==> src/rtl/uart_frame_assembler_if.sv <==
// Byte-in / frame-out handshake bundle for uart_frame_assembler.
// slave is the assembler side; master is the byte producer / frame consumer side.
interface uart_frame_assembler_if #(
    parameter int DBITS       = 8,
    parameter int FRAME_BYTES = 8
);
    logic [DBITS-1:0]               byte_in;
    logic                           byte_valid;
    logic                           clear_flags;
    logic [FRAME_BYTES*DBITS-1:0]   frame_out;
    logic                           frame_valid;
    logic                           frame_ready;
    logic [$clog2(FRAME_BYTES+1)-1:0] byte_count;
    logic                           busy;
    logic                           overrun;
    logic                           timeout_seen;

    modport slave (
        input  byte_in, byte_valid, clear_flags, frame_ready,
        output frame_out, frame_valid, byte_count, busy, overrun, timeout_seen
    );

    modport master (
        output byte_in, byte_valid, clear_flags, frame_ready,
        input  frame_out, frame_valid, byte_count, busy, overrun, timeout_seen
    );
endinterface

==> src/rtl/uart_frame_assembler.sv <==
// Packs FRAME_BYTES consecutive UART bytes into one frame with a valid/ready
// handshake; partial frames are dropped after an inter-byte timeout.
module uart_frame_assembler #(
    parameter int DBITS          = 8,
    parameter int FRAME_BYTES    = 8,
    parameter int TIMEOUT_CYCLES = 1_033_400
) (
    input  logic                     clk,
    input  logic                     rst_n,
    uart_frame_assembler_if.slave    bus
);
    localparam int FW = FRAME_BYTES * DBITS;
    localparam int CW = $clog2(FRAME_BYTES + 1);
    localparam int TW = (TIMEOUT_CYCLES > 1) ? $clog2(TIMEOUT_CYCLES) : 1;
    localparam logic [CW-1:0] LAST_SLOT = CW'(FRAME_BYTES - 1);
    localparam logic [TW-1:0] TIMER_END = TW'(TIMEOUT_CYCLES - 1);
    localparam logic          ONE_BYTE  = (FRAME_BYTES == 1);

    typedef enum logic [1:0] {IDLE, COLLECT, HOLD} state_t;

    state_t          state;
    logic [FW-1:0]   frame_q;
    logic [CW-1:0]   count_q;
    logic [TW-1:0]   timer_q;
    logic            valid_q;
    logic            overrun_q;
    logic            timeout_q;

    always_ff @(posedge clk or negedge rst_n) begin
        if (!rst_n) begin
            state     <= IDLE;
            frame_q   <= '0;
            count_q   <= '0;
            timer_q   <= '0;
            valid_q   <= 1'b0;
            overrun_q <= 1'b0;
            timeout_q <= 1'b0;
        end else begin
            // Flag sets below come later and therefore win over the clear.
            if (bus.clear_flags) begin
                overrun_q <= 1'b0;
                timeout_q <= 1'b0;
            end
            case (state)
                IDLE: begin
                    if (bus.byte_valid) begin
                        frame_q <= FW'(bus.byte_in);
                        count_q <= CW'(1);
                        timer_q <= '0;
                        state   <= ONE_BYTE ? HOLD : COLLECT;
                        valid_q <= ONE_BYTE;
                    end
                end
                COLLECT: begin
                    if (bus.byte_valid) begin
                        for (int unsigned i = 0; i < FRAME_BYTES; i++) begin
                            if (count_q == CW'(i))
                                frame_q[i*DBITS +: DBITS] <= bus.byte_in;
                        end
                        count_q <= count_q + CW'(1);
                        timer_q <= '0;
                        if (count_q == LAST_SLOT) begin
                            state   <= HOLD;
                            valid_q <= 1'b1;
                        end
                    end else if (timer_q == TIMER_END) begin
                        count_q   <= '0;
                        timeout_q <= 1'b1;
                        state     <= IDLE;
                    end else if (timer_q != '1) begin
                        timer_q <= timer_q + TW'(1);
                    end
                end
                HOLD: begin
                    if (bus.frame_ready) begin
                        if (bus.byte_valid) begin
                            // Handshake and new byte together: byte starts the next frame.
                            frame_q <= FW'(bus.byte_in);
                            count_q <= CW'(1);
                            timer_q <= '0;
                            state   <= ONE_BYTE ? HOLD : COLLECT;
                            valid_q <= ONE_BYTE;
                        end else begin
                            count_q <= '0;
                            state   <= IDLE;
                            valid_q <= 1'b0;
                        end
                    end else if (bus.byte_valid) begin
                        overrun_q <= 1'b1;
                    end
                end
                default: begin
                    state   <= IDLE;
                    valid_q <= 1'b0;
                end
            endcase
        end
    end

    assign bus.frame_out    = frame_q;
    assign bus.frame_valid  = valid_q;
    assign bus.byte_count   = count_q;
    assign bus.busy         = (state != IDLE);
    assign bus.overrun      = overrun_q;
    assign bus.timeout_seen = timeout_q;
endmodule

==> src/flat_wrapper.sv <==
// flat-port wrapper written by rule: the top's interface ports become plain ports
module uart_frame_assembler_flat 
#(
    parameter int DBITS          = 8,
    parameter int FRAME_BYTES    = 8,
    parameter int TIMEOUT_CYCLES = 1_033_400
)
  (clk, rst_n, bus_byte_in, bus_byte_valid, bus_clear_flags, bus_frame_ready, bus_frame_out, bus_frame_valid, bus_byte_count, bus_busy, bus_overrun, bus_timeout_seen);
  uart_frame_assembler_if #(.DBITS(DBITS), .FRAME_BYTES(FRAME_BYTES)) bus_i ();
  input  logic clk;
  input  logic rst_n;
  input wire logic [$bits(bus_i.byte_in)-1:0] bus_byte_in;
  input wire logic [$bits(bus_i.byte_valid)-1:0] bus_byte_valid;
  input wire logic [$bits(bus_i.clear_flags)-1:0] bus_clear_flags;
  input wire logic [$bits(bus_i.frame_ready)-1:0] bus_frame_ready;
  output wire logic [$bits(bus_i.frame_out)-1:0] bus_frame_out;
  output wire logic [$bits(bus_i.frame_valid)-1:0] bus_frame_valid;
  output wire logic [$bits(bus_i.byte_count)-1:0] bus_byte_count;
  output wire logic [$bits(bus_i.busy)-1:0] bus_busy;
  output wire logic [$bits(bus_i.overrun)-1:0] bus_overrun;
  output wire logic [$bits(bus_i.timeout_seen)-1:0] bus_timeout_seen;
  assign bus_i.byte_in = bus_byte_in;
  assign bus_i.byte_valid = bus_byte_valid;
  assign bus_i.clear_flags = bus_clear_flags;
  assign bus_i.frame_ready = bus_frame_ready;
  assign bus_frame_out = bus_i.frame_out;
  assign bus_frame_valid = bus_i.frame_valid;
  assign bus_byte_count = bus_i.byte_count;
  assign bus_busy = bus_i.busy;
  assign bus_overrun = bus_i.overrun;
  assign bus_timeout_seen = bus_i.timeout_seen;
  uart_frame_assembler #(.DBITS(DBITS), .FRAME_BYTES(FRAME_BYTES), .TIMEOUT_CYCLES(TIMEOUT_CYCLES)) u_core (.clk(clk), .rst_n(rst_n), .bus(bus_i));
endmodule
==> config.mk <==
export PLATFORM = sky130hd
export DESIGN_NAME = uart_frame_assembler_flat
export DESIGN_NICKNAME = d
export VERILOG_FILES = /design/src/rtl/uart_frame_assembler_if.sv /design/src/rtl/uart_frame_assembler.sv /design/src/flat_wrapper.sv
export SDC_FILE = /design/constraint.sdc
export NUM_CORES = 1
export LEC_CHECK = 0
export BUFFER_PORTS_ARGS = -buffer_cell sky130_fd_sc_hd__buf_2
export CORE_MARGIN = 3
export CORE_UTILIZATION = 40
export CTS_BUF_LIST = sky130_fd_sc_hd__clkbuf_16
export DETAILED_ROUTE_END_ITERATION = 10
export RECOVER_POWER = 25
export SLEW_MARGIN = 20
export SYNTH_ARGS = -nofsm -noshare
export SYNTH_HDL_FRONTEND = slang
export SYNTH_SLANG_ARGS = --single-unit
export TNS_END_PERCENT = 50
==> constraint.sdc <==
create_clock -name clk -period 2.8 [get_ports clk]
set_input_delay 0.14 -clock clk [delete_from_list [all_inputs] [get_ports clk]]
set_output_delay 0.14 -clock clk [all_outputs]
set_load 0.01 [all_outputs]
==> results list <==
* Cell area after synthesis: about 4400 µm²
- Clock Tree Root: sky130_fd_sc_hd__clkbuf_16
- Setup crit start kind: flop
* Total power: 5.42 mW
* Clk Latency, worst-skew pair: 340 ps
- Most instantiated library cell after synthesis: sky130_fd_sc_hd__dfrtp_1
- Detailed placement finished with a half-perimeter wire length of about 8000 µm.
- IR analysis of the VDD net gives a maximum drop of 0.428 mV.
- Sequential share of the synthesized area: 52.7%
* Growth of design area from synthesis to finish: 20.0%
* Total power density per cell area: roughly 1000 nW/µm²
- CTS built an H-tree with a depth of 3.
- Antenna Cells: 0
- Number of standard cells after synthesis: around 370
- Initial antenna violation count: 0
- The internal portion of the total power is around 3.4 mW.
- Ratio of routed vias to standard cells: 5.44
* Result of the run: finished clean
* Async set-or-reset flop fraction in the synthesized netlist: 100%
- Cell taking the most area after synthesis: sky130_fd_sc_hd__dfrtp_1
* Critical path data required time: approximately 3000 ps
- Accumulated negative setup slack: 0 ps
* Worst hold slack across all endpoints: around 15 ps
* Global router's overall resource usage: between 10% and 20%
- Buffers placed on the I/O ports in this run total 84.
- In this run the core area contains 37 standard-cell rows.
* Drt pass-1 iters: 4
- Yosys mapped a number of flops with a built-in enable equal to 0.
- Highest Clock Rate: around 400 MHz
- Pin count of the biggest net entering global routing: 42
* Tightest Hold Check Type: input port to flop
- Cell types with the largest area share after synthesis: sky130_fd_sc_hd__dfrtp_1 53%, sky130_fd_sc_hd__mux2_2 17%, sky130_fd_sc_hd__ha_1 2.8%
- Total via count in the routed design: between 3,000 and 4,000
- The die covers 12,300 µm².
- The share of total power dissipated in sequential elements is 38.1%.
- The region available for standard cell placement spans 10,500 µm².
- Final clock period utilization by the worst path: between 90% and 100%
- Share of cells above drive strength 1: 37.0%
- Category of the worst setup path capture point: flop
* Remaining Overflow, GRT: 0
- STA puts the critical path data arrival time at 2740 ps.
- The via count of the first global-routing pass was 3,376.
- Max-slew violations: 0
- Share of the synthesized area in the top cell type: 52.7%
- TritonCTS built the clock tree.
- For this design the total switching power over the nets is between 1.5 and 2 mW.
- Post-DRT Antenna Nets: 0
* Number of clock sinks: slightly above 90
- Initial detailed-routing violation count: between 150 and 200
- Total clock buffers created by CTS: 9
- Combinational share of power: approximately two fifths
* Wire length of the first global-routing pass: between 15,000 and 20,000 µm
- Final net count: roughly 490
- The synthesized netlist contains 45 unique library cells.
* Setup repair after global routing missed its margin: no
* Mean routed wirelength per cell: 18.1 µm
- Max-capacitance violation count: 0
- A synthesized cell averages about 12 µm².
- The number of nets in the synthesized netlist is between 300 and 400.
- Initial core utilization: 42.0%
- The worst path in the final design needs a cycle of about 2500 ps, including I/O delays and setup.
- Headroom to the max-slew limit came out at about 31%.
* Transition time at the pin with the least slew margin: about 1000 ps
- Top_reg_cell synth: sky130_fd_sc_hd__dfrtp_1
- The die is about 110 µm tall.
- Switching fraction of total power: between 30 and 40%
- WL final: between 10,000 and 15,000 µm
- Number of buffers between clock root and the deepest sink: 2
* Critical path type: flop to flop
- Setup violations remaining at the end of the flow were counted as 0.
- Placer's final routability congestion estimate: a little over 0.8
- Clock network fraction of design power: 23.6%
- In this run, post-CTS repair resized a total of 0 instances.
- Ranked by instance count, the synthesized netlist is headed by 93 x sky130_fd_sc_hd__dfrtp_1, 66 x sky130_fd_sc_hd__mux2_2, 23 x sky130_fd_sc_hd__o21ai_0.
* Total DRC errors in the routed layout: 0
* Clk_skew: between 10 and 15 ps
- CTS clock-pin slew for the worst setup and hold paths: roughly 70 ps
- Die W: around 110 µm
- Final Hold Vio Count: 0
- Total of flip-flops plus latches after synthesis: between 90 and 100
- During synthesis, Yosys emitted a total of 0 warnings.
* Static leakage: 2.44 nW
* Boundary Pins: 85
* Critical path fanouts, max: 8
- Fill cells in the final layout number 940.
placed cells by master, fill, tap and decap left out, types with 2 or more instances in the layout:
cell type,synthesis,final
sky130_fd_sc_hd__clkbuf_1,2,14
sky130_fd_sc_hd__a211oi_1,2,2
sky130_fd_sc_hd__nand3b_1,4,4
sky130_fd_sc_hd__buf_2,8,69
sky130_fd_sc_hd__inv_6,0,3
sky130_fd_sc_hd__dfrtp_1,93,93
sky130_fd_sc_hd__nand3_1,11,11
sky130_fd_sc_hd__o31ai_1,8,8
sky130_fd_sc_hd__a21oi_4,7,7
sky130_fd_sc_hd__and2_1,11,11
sky130_fd_sc_hd__nand2_1,21,21
sky130_fd_sc_hd__clkbuf_16,0,9
sky130_fd_sc_hd__inv_1,14,14
sky130_fd_sc_hd__nor3_1,4,4
sky130_fd_sc_hd__nor2_1,11,11
sky130_fd_sc_hd__o211ai_1,4,4
sky130_fd_sc_hd__or3_1,4,4
sky130_fd_sc_hd__nand4_1,9,9
sky130_fd_sc_hd__clkbuf_2,1,2
sky130_fd_sc_hd__o22ai_1,4,4
sky130_fd_sc_hd__a22o_1,4,4
sky130_fd_sc_hd__and3_1,4,4
sky130_fd_sc_hd__mux2i_1,2,2
sky130_fd_sc_hd__buf_4,1,8
sky130_fd_sc_hd__nand2b_1,4,4
sky130_fd_sc_hd__mux2_2,66,66
sky130_fd_sc_hd__nor4_2,2,2
sky130_fd_sc_hd__ha_1,10,10
sky130_fd_sc_hd__inv_8,0,2
sky130_fd_sc_hd__a21oi_1,11,11
sky130_fd_sc_hd__a31oi_1,8,8
sky130_fd_sc_hd__nor2b_1,2,2
sky130_fd_sc_hd__nor4_1,2,2
sky130_fd_sc_hd__o21ai_0,23,23
sequential cells by signal (all words and copies together) (netlist names):
name,flops
u_core.bus.overrun,1
u_core.bus.timeout_seen,1
u_core.timer_q,20
u_core.bus.frame_valid,1
u_core.state,2
u_core.bus.byte_count,4
u_core.bus.frame_out,64
worst paths after layout:
| kind | from | endpoint | slack [ps] | depth (start not counted) |
|---|---|---|---|---|
| setup reg to reg | u_core.state[0] | u_core.bus.frame_out[26] | 270 | 6 |
| hold reg to reg | u_core.bus.frame_out[33] | u_core.bus.frame_out[33] | 510 | 1 |
| hold / removal | bus_clear_flags | u_core.bus.timeout_seen | 10 | 2 |
| max in group asynchronous | rst_n | u_core.bus.frame_out[54] | 910 | 3 |
| min in group asynchronous | rst_n | u_core.timer_q[15] | 520 | 2 |
| setup / recovery | u_core.state[0] | u_core.bus.frame_out[26] | 270 | 6 |
routing by layer:
metal	global-route usage [%]	wire length, µm
met2	28.5	5120
met4	3.89	65
met5	0	0
met3	5.84	725
met1	24.6	5020
cell type report:
| cell class | instances | area (µm²) | area share [%] |
|---|---|---|---|
| Sequential cell | 93 | 2330 | 43.9 |
| Multi-Input combinational cell | 249 | 1960 | 37.0 |
| Timing Repair Buffer | 94 | 478 | 9.01 |
| Clock buffer | 9 | 225 | 4.25 |
| Tap cell | 136 | 170 | 3.21 |
| Clock inverter | 7 | 86.3 | 1.63 |
| Inverter | 15 | 56.3 | 1.06 |
critical path, stage by stage (launching register included):
cell                      delay (ps)
sky130_fd_sc_hd__dfrtp_1         440
sky130_fd_sc_hd__inv_1           130
sky130_fd_sc_hd__ha_1            240
sky130_fd_sc_hd__nor2b_1         160
sky130_fd_sc_hd__or3_1           590
sky130_fd_sc_hd__a21oi_4         460
sky130_fd_sc_hd__mux2_2          380
through the flow:
step	util (%)	std cells	setup slack [ps]	cell area [µm²]
2_1_floorplan	-	371	683	4420
3_3_place_gp	47.7	586	326	5020
3_5_place_dp	47.7	586	272	5020
4_1_cts	50.8	603	258	5340
5_1_grt	50.5	603	135	5300
6_report	50.5	603	274	5300
power groups by stage:
stage | clock [mW] | sequential (mW) | combinational [mW]
detailed placement | 0 | 2.08 | 2.12
global route | 1.36 | 2.13 | 2.27
CTS | 1.31 | 2.07 | 2.13
floorplan | 0 | 2.24 | 1.11
global placement | 0 | 2.07 | 2.09
finish | 1.28 | 2.06 | 2.07
timing repair:
item,4_1_cts,5_1_grt
hold buffers,1,0
setup buffers,0,0
endpoints found under the hold margin,39,0
logic make-up after synthesis:
| family | synth area share (%) |
|---|---|
| flops | 52.7 |
| fa+ha+maj | 2.83 |
| compound gates | 12.7 |
| buf+inv | 2.97 |
| mux | 17.3 |
| simple gates | 11.5 |
Note: power is estimated with default switching activity, not from simulation.
